--- config.mk ---
export PLATFORM = sky130hd
export DESIGN_NAME = seg_display_mux
export DESIGN_NICKNAME = d
export VERILOG_FILES = /design/src/rtl/seg_display_mux.sv
export SDC_FILE = /design/constraint.sdc
export NUM_CORES = 1
export LEC_CHECK = 0
export CAP_MARGIN = 20
export CELL_PAD_IN_SITES_DETAIL_PLACEMENT = 2
export CELL_PAD_IN_SITES_GLOBAL_PLACEMENT = 2
export CORE_MARGIN = 1
export CORE_UTILIZATION = 36
export CTS_CLUSTER_DIAMETER = 150
export CTS_CLUSTER_SIZE = 20
export DETAILED_ROUTE_END_ITERATION = 10
export PLACE_DENSITY = 0.83
export SLEW_MARGIN = 20
export SYNTH_ARGS = -nofsm -noshare
export SYNTH_HDL_FRONTEND = slang
export SYNTH_SLANG_ARGS = --single-unit
--- constraint.sdc ---
create_clock -name clk -period 3.08 [get_ports clk]
set_clock_uncertainty 0.15 [all_clocks]
set_input_delay 0.616 -clock clk [delete_from_list [all_inputs] [get_ports clk]]
set_output_delay 0.616 -clock clk [all_outputs]
set_load 0.01 [all_outputs]
--- src/rtl/seg_display_mux.sv ---
// seg_display_mux: scans four BCD digits onto a 4-digit common-anode
// seven-segment display. In adjust mode the selected digit pair blinks.
// Digit values 10-15 are shown as a dash so a runaway counter is visible.
module seg_display_mux #(
   parameter int REFRESH_DIV = 100000,
   parameter int BLINK_DIV   = 25000000
) (
   input  logic       clk,
   input  logic       rst,
   input  logic       adj,
   input  logic       sel,
   input  logic [3:0] sec_one,
   input  logic [3:0] sec_ten,
   input  logic [3:0] min_one,
   input  logic [3:0] min_ten,
   output logic [6:0] seg,
   output logic [3:0] an,
   output logic       dp
);

   localparam int RW = $clog2(REFRESH_DIV);
   localparam int BW = $clog2(BLINK_DIV);
   localparam logic [RW-1:0] R_LAST = RW'(REFRESH_DIV - 1);
   localparam logic [BW-1:0] B_LAST = BW'(BLINK_DIV - 1);

   logic [RW-1:0] rcnt;
   logic [1:0]    idx;
   logic [BW-1:0] bcnt;
   logic          blink_off;
   logic [3:0]    digit;
   logic          blank;
   logic [3:0]    an_nxt;
   logic [6:0]    seg_nxt;
   logic          dp_nxt;

   // Active-low segment patterns, bit 6 = g ... bit 0 = a.
   function automatic logic [6:0] bcd_to_seg(input logic [3:0] d);
      case (d)
         4'd0:    bcd_to_seg = 7'b1000000;
         4'd1:    bcd_to_seg = 7'b1111001;
         4'd2:    bcd_to_seg = 7'b0100100;
         4'd3:    bcd_to_seg = 7'b0110000;
         4'd4:    bcd_to_seg = 7'b0011001;
         4'd5:    bcd_to_seg = 7'b0010010;
         4'd6:    bcd_to_seg = 7'b0000010;
         4'd7:    bcd_to_seg = 7'b1111000;
         4'd8:    bcd_to_seg = 7'b0000000;
         4'd9:    bcd_to_seg = 7'b0010000;
         default: bcd_to_seg = 7'b0111111;
      endcase
   endfunction

   // Scan timing: dwell REFRESH_DIV cycles per slot, then step to the next digit.
   always_ff @(posedge clk or posedge rst) begin
      if (rst) begin
         rcnt <= '0;
         idx  <= 2'd0;
      end else if (rcnt == R_LAST) begin
         rcnt <= '0;
         idx  <= idx + 2'd1;
      end else begin
         rcnt <= rcnt + RW'(1);
      end
   end

   // Blink phase: only runs in adjust mode, so each adj rise starts visible.
   always_ff @(posedge clk or posedge rst) begin
      if (rst) begin
         bcnt      <= '0;
         blink_off <= 1'b0;
      end else if (!adj) begin
         bcnt      <= '0;
         blink_off <= 1'b0;
      end else if (bcnt == B_LAST) begin
         bcnt      <= '0;
         blink_off <= ~blink_off;
      end else begin
         bcnt <= bcnt + BW'(1);
      end
   end

   // Next pin values from the current slot; blanking overrides the whole slot.
   always_comb begin
      digit  = sec_one;
      an_nxt = 4'b1110;
      case (idx)
         2'd0: begin digit = sec_one; an_nxt = 4'b1110; end
         2'd1: begin digit = sec_ten; an_nxt = 4'b1101; end
         2'd2: begin digit = min_one; an_nxt = 4'b1011; end
         default: begin digit = min_ten; an_nxt = 4'b0111; end
      endcase
      // Slots 0,1 are the seconds pair (idx[1]=0), slots 2,3 the minutes pair.
      blank   = adj && blink_off && (sel ? !idx[1] : idx[1]);
      seg_nxt = bcd_to_seg(digit);
      dp_nxt  = (idx != 2'd2);
      if (blank) begin
         an_nxt  = 4'b1111;
         seg_nxt = 7'b1111111;
         dp_nxt  = 1'b1;
      end
   end

   // Registered pins, one cycle behind the slot index and inputs.
   always_ff @(posedge clk or posedge rst) begin
      if (rst) begin
         an  <= 4'b1111;
         seg <= 7'b1111111;
         dp  <= 1'b1;
      end else begin
         an  <= an_nxt;
         seg <= seg_nxt;
         dp  <= dp_nxt;
      end
   end

endmodule

Word-level counts from Yosys, hierarchy flattened
Memory sizes are Yosys's and may differ from the RTL's.
Index checks and enable logic that the tools add are counted.
{"block": "word_totals", "mem_count": 1, "reg_bits": 57, "rom_bits": 112, "word_cells": 33}
{"block": "op_classes", "mux": 11, "n_addsub": 3, "reduce_logical": 4, "n_eq_ne": 6, "n_bitwise": 1}
{"name": "(no name shown)", "words": 16, "width": 7, "read_ports": 1, "rd_clocked_by_memory_dff": 0, "write_ports": 0, "line_no": "38", "source": "case (d)"}
{"operator": "25-bit 2-to-1 mux", "n": 2}
{"operator": "25-bit by 1-bit adder with 25-bit output, second input constant", "n": 1}
{"operator": "25-bit equality test, second input constant", "n": 1}
{"operator": "4-bit one-hot mux with 3 select lines", "n": 2}
{"operator": "17-bit by 1-bit adder with 17-bit output, second input constant", "n": 1}
{"operator": "17-bit equality test, second input constant", "n": 1}
{"operator": "17-bit 2-to-1 mux", "n": 1}
{"operator": "7-bit 2-to-1 mux", "n": 1}
{"operator": "1-bit 2-to-1 mux", "n": 4}
{"operator": "4-bit 2-to-1 mux", "n": 1}
{"operator": "2-bit by 1-bit adder with 2-bit output, second input constant", "n": 1}
{"operator": "2-bit by 1-bit equality test with 1-bit output, second input constant", "n": 1}
{"operator": "2-bit equality test, second input constant", "n": 1}
{"operator": "1-bit logical AND", "n": 2}
{"operator": "2-bit logical NOT", "n": 1}
{"operator": "2-bit by 1-bit inequality test with 1-bit output, second input constant", "n": 1}
{"operator": "2-bit inequality test, second input constant", "n": 1}
{"operator": "1-bit logical NOT", "n": 1}
{"operator": "1-bit inverter", "n": 1}

Depth between registers and ports, before layout
{"block": "depth", "word_depth": 4, "mapped_depth": 9}

Worst setup path after synthesis
No wires, ideal clock.
{"block": "synth_timing", "kind": "flip-flop to flip-flop", "start": "register bcnt[9]", "end": "register bcnt[21]", "setup_slack_ns": 0.828, "setup_time_ns": 0.130, "stages_incl_launch_ff": 6, "arrival_ns": 1.972, "n_path_buf": 1, "t_required_ns": 2.800, "cell_sequence": "dfrtp_1 or4_1 or4_4 o31ai_4 buf_6 a21oi_1"}
{"block": "synth_via", "elab_chain_cells": 3, "word_cells_on_any_way": 4, "classes_between": "1 x add/sub; 1 x eq/ne; 2 x mux"}
{"element": "from (decl)", "line_no": "28", "source": "logic [BW-1:0] bcnt;"}
{"element": "from (signal assigned)", "line_no": "78", "source": "bcnt <= bcnt + BW'(1);"}
{"element": "25-bit by 1-bit adder with 25-bit output / 25-bit equality test (equally long branches)", "line_no": "78, 74"}
{"element": "25-bit 2-to-1 mux *", "line_no": "74", "source": "end else if (bcnt == B_LAST) begin"}
{"element": "25-bit 2-to-1 mux *", "line_no": "71", "source": "end else if (!adj) begin"}
Mark *: on every way between the ends. The rest lies on a longest branch, timed or not.
A chain may end at the register's enable or synchronous reset.

Worst setup path after layout
{"block": "layout_timing", "start": "register idx[1]", "end": "register seg[3]"}
{"block": "layout_via", "elab_chain_cells": 4, "word_cells_on_any_way": 9, "classes_between": "2 x eq/ne; 3 x mux; 3 x reduce/logical; 1 x memory"}
{"element": "from (decl)", "line_no": "27", "source": "logic [1:0] idx;"}
{"element": "from (signal assigned)", "line_no": "60", "source": "idx <= idx + 2'd1;"}
{"element": "2-bit equality test (tied with other cells)", "line_no": "86", "source": "case (idx)"}
{"element": "4-bit one-hot mux with 3 select lines / 1-bit 2-to-1 mux (equally long branches)", "line_no": "86, 93"}
{"element": "memory 16 x 7 bit / 1-bit logical AND (equally long branches)"}
{"element": "7-bit 2-to-1 mux *", "line_no": "96", "source": "if (blank) begin"}
{"element": "net seg_nxt[3]", "line_no": "33", "source": "logic [6:0] seg_nxt;"}
{"element": "to (signal assigned)", "line_no": "111", "source": "seg <= seg_nxt;"}
{"element": "to (decl)", "line_no": "16", "source": "output logic [6:0] seg,"}
The timed path passes the listed nets; every way through them passes the cells marked *.

==> flow_metrics.env <==
export IMPL_coreArea_mm2=0.00777
export IMPL_detail_route_wl_per_cell_um=17.0
export IMPL_std_cell_rows=32
export IMPL_met2_usage_pct=34.8
export IMPL_start_util_pct=37.4
export IMPL_finalMaxSlewViolations=0
export IMPL_reg2reg_from="idx[1]"
export IMPL_clockBufferDepth=2
export IMPL_synth_net_count=319
export IMPL_synth_area_mux_share_pct=1.42
export IMPL_endpoint_kind="register"
export IMPL_max_freq_mhz=397
export IMPL_netlist_area_mm2=0.00290
export IMPL_finalPower_mw=1.28
export IMPL_p_per_area_mw_per_mm2=372
export IMPL_synthFlopType="dfrtp_1"
export IMPL_slew_headroom_pct=59.2
export IMPL_status="finished clean"
export IMPL_synth_cell_type_count=46
export IMPL_synth_top_cells_by_area="dfrtp_1, dfstp_2, xnor2_1"
export IMPL_synthXorXnorAreaFrac_pct=7.54
export IMPL_synthAdderAreaFrac_pct=3.88
export IMPL_grt_met1_usage_pct=22.0
export IMPL_numCtsBuffers=5
export IMPL_fin_crit_ns=2.52
export IMPL_yosys_warnings=0
export IMPL_syn_inst=290
export IMPL_clk_latency_ns=0.31
export IMPL_critPathLaunchType="register"
export IMPL_rrSetupSlack_ns=0.56
export IMPL_num_io_pins=32
export IMPL_drive_gt1_share_pct=11.8
export IMPL_p_leak_nw=1.39
export IMPL_worstHoldPathCells=1
export IMPL_fp_dieW_um=91.8
export IMPL_min_from="rcnt[0]"
export IMPL_ys_ff_latch=56
export IMPL_seq_area_frac_synth_pct=48.7
export IMPL_hold_viol_final=0
export IMPL_vias=2330
export IMPL_drt_pass1_iterations=5
export IMPL_finalSetupTns_ns=0
export IMPL_clock_sinks=56
export IMPL_critical_path_cell_chain="inv_1 -> ha_1 -> a22oi_1 -> a22o_1 -> clkinv_1 -> or4b_2 -> nand3_1"
export IMPL_place_inst=417
export IMPL_max_stage_delay_ns=0.76
export IMPL_gp_congestion=0.721
export IMPL_synthSimpleGateAreaFrac_pct=22.2
export IMPL_cts_setup_buffers=0
export IMPL_vias_per_cell=5.48
export IMPL_final_cell_mix="dfrtp_1, clkdlybuf4s50_1, nor2_1"
export IMPL_critPathRequiredTime_ns=3.18
export IMPL_synth_compound_gate_area_share_pct=11.8
export IMPL_worst_pin_slew_ns=0.607
export IMPL_wirelength_mm=7.23
export IMPL_finalCritPeriodShare_pct=81.9
export IMPL_synth_area_leader_cell="dfrtp_1"
export IMPL_tritoncts="built"
export IMPL_cts_hold_buf=0
export IMPL_fin_cells=425
export IMPL_grt_pass1_vias=2525
export IMPL_layout_commonest_cell="dfrtp_1"
export IMPL_antenna_found_initial=0
export IMPL_htree_num_levels=2
export IMPL_met3_usage_pct=2.65
export IMPL_area_growth_pct=18.1
export IMPL_grt_pass1_wl_mm=12.5
export IMPL_r2r_cells=7
export IMPL_cts_repair_resized=0
export IMPL_setup_violations_final=0
export IMPL_rsz0062_at_grt="no"
export IMPL_cap_violations=0
export IMPL_clkSlewWorstSetupHoldPaths_ns=0.10
export IMPL_synth_area_per_cell_um2=10.0
export IMPL_synth_top_cell_area_share_pct=38.8
export IMPL_vdd_drop_max_mv=0.193
export IMPL_rr_endpoint="seg[3]"
export IMPL_synth_edf_count=0
export IMPL_min_delay_worst_endpoint="rcnt[0]"
export IMPL_fin_nets=351
export IMPL_dp_hpwl_mm=5.38
export IMPL_die_area_mm2=0.00843
export IMPL_nFillCells=842
export IMPL_overflow=0
export IMPL_top_usage_layer="met2"
export IMPL_synth_top_family_by_area="simple AND/OR/NAND/NOR gates"
export IMPL_ant_nets=0
export IMPL_grt_max_degree=32
export IMPL_critPathKind="reg -> reg"
export IMPL_cp_slowest_cell="or4b_2"
export IMPL_worstPathArrival_ns=2.62
export IMPL_io_buffers=31
export IMPL_synthArstFlopShare_pct=100
export IMPL_drt_iter0_drc=85
export IMPL_antenna_cells=0
export IMPL_worstPathMaxFanout=10
export IMPL_grt_usage_pct=18.5
export IMPL_min_path_type="reg -> reg"
export IMPL_drc=0
export IMPL_hold_slack_ns=0.338
export IMPL_die_h_um=91.8
export IMPL_root_buffer="clkbuf_8"
==> routing by layer <==
metal / vias up / part of all wire (%)
met5: - / 0
met4: 0 / 1.3
met3: 10 / 1.9
met2: 22 / 53
met1: 1198 / 44
li1: 1100 / -
==> worst max-delay path: cells and delay by family, from the launching register on <==
| kind | cells | cell delay [ns] |
|---|---|---|
| AND/OR/NAND/NOR | 2 | 0.86 |
| flip-flops | 1 | 0.42 |
| AO/OA/AOI/OAI | 2 | 0.42 |
| buffers and inverters | 2 | 0.34 |
| adder cells (fa/ha/maj) | 1 | 0.26 |
==> state kept, by name, indices dropped and copies added (netlist names) <==
register   cells
bcnt          25
seg            7
an             4
rcnt          17
idx            2
blink_off      1
==> power breakdown <==
| part | switching (mW) | total, mW | internal, mW |
|---|---|---|---|
| registers | 0.00552 | 0.757 | 0.751 |
| clock network | 0.250 | 0.413 | 0.163 |
| logic | 0.0522 | 0.107 | 0.0544 |
| total | 0.308 | 1.28 | 0.968 |
==> worst max-delay path by stage <==
stage                           from       end  slack [ns]  depth (start not counted)
after floorplan              bcnt[9]  bcnt[21]        0.83                          5
after global placement    min_one[1]    seg[3]        0.43                          6
after detailed placement  min_one[1]    seg[3]        0.34                          6
after CTS                     idx[1]    seg[3]        0.54                          7
after global routing          idx[0]    seg[3]        0.40                          7
final                         idx[1]    seg[3]        0.56                          7
==> cell usage after synthesis, types with 4 or more instances <==
library cell,count
dfrtp_1,45
nor2_1,20
nand2_1,19
nand3_1,19
a21oi_1,17
inv_1,16
o21ai_0,16
xnor2_1,14
dfstp_2,11
xor2_1,11
or3_1,10
ha_1,9
nand4_1,9
clkbuf_1,7
and4_1,6
or4_1,6
o31ai_1,5
and2_1,4
==> area by class of cell <==
type | instances | area (um^2) | share of cell area [%]
Inverter | 17 | 63.8 | 1.86
Sequential cell | 56 | 1420 | 41.3
Clock inverter | 2 | 16.3 | 0.474
Tap cell | 102 | 128 | 3.72
Multi-Input combinational cell | 205 | 1370 | 39.8
Timing Repair Buffer | 37 | 368 | 10.7
Clock buffer | 6 | 72.6 | 2.12
==> kinds of logic (layout without fill, tap and decap cells) <==
kind of cell | count (synthesis) | after routing
flops | 56 | 56
fa+ha+maj | 9 | 9
compound gates | 53 | 53
buf+inv | 29 | 62
xor+xnor | 25 | 25
simple gates | 114 | 114
mux | 4 | 4
==> metrics by stage <==
step / area, um^2 / worst slack [ns] / utilization [%]
floorplan: 2900 / 0.828 / -
global route: 3430 / 0.400 / 44.1
finish: 3430 / 0.558 / 44.1
CTS: 3430 / 0.545 / 44.1
detailed placement: 3340 / 0.339 / 43.0
global placement: 3340 / 0.429 / 43.0
No activity file was read; power rests on OpenSTA's default activity.
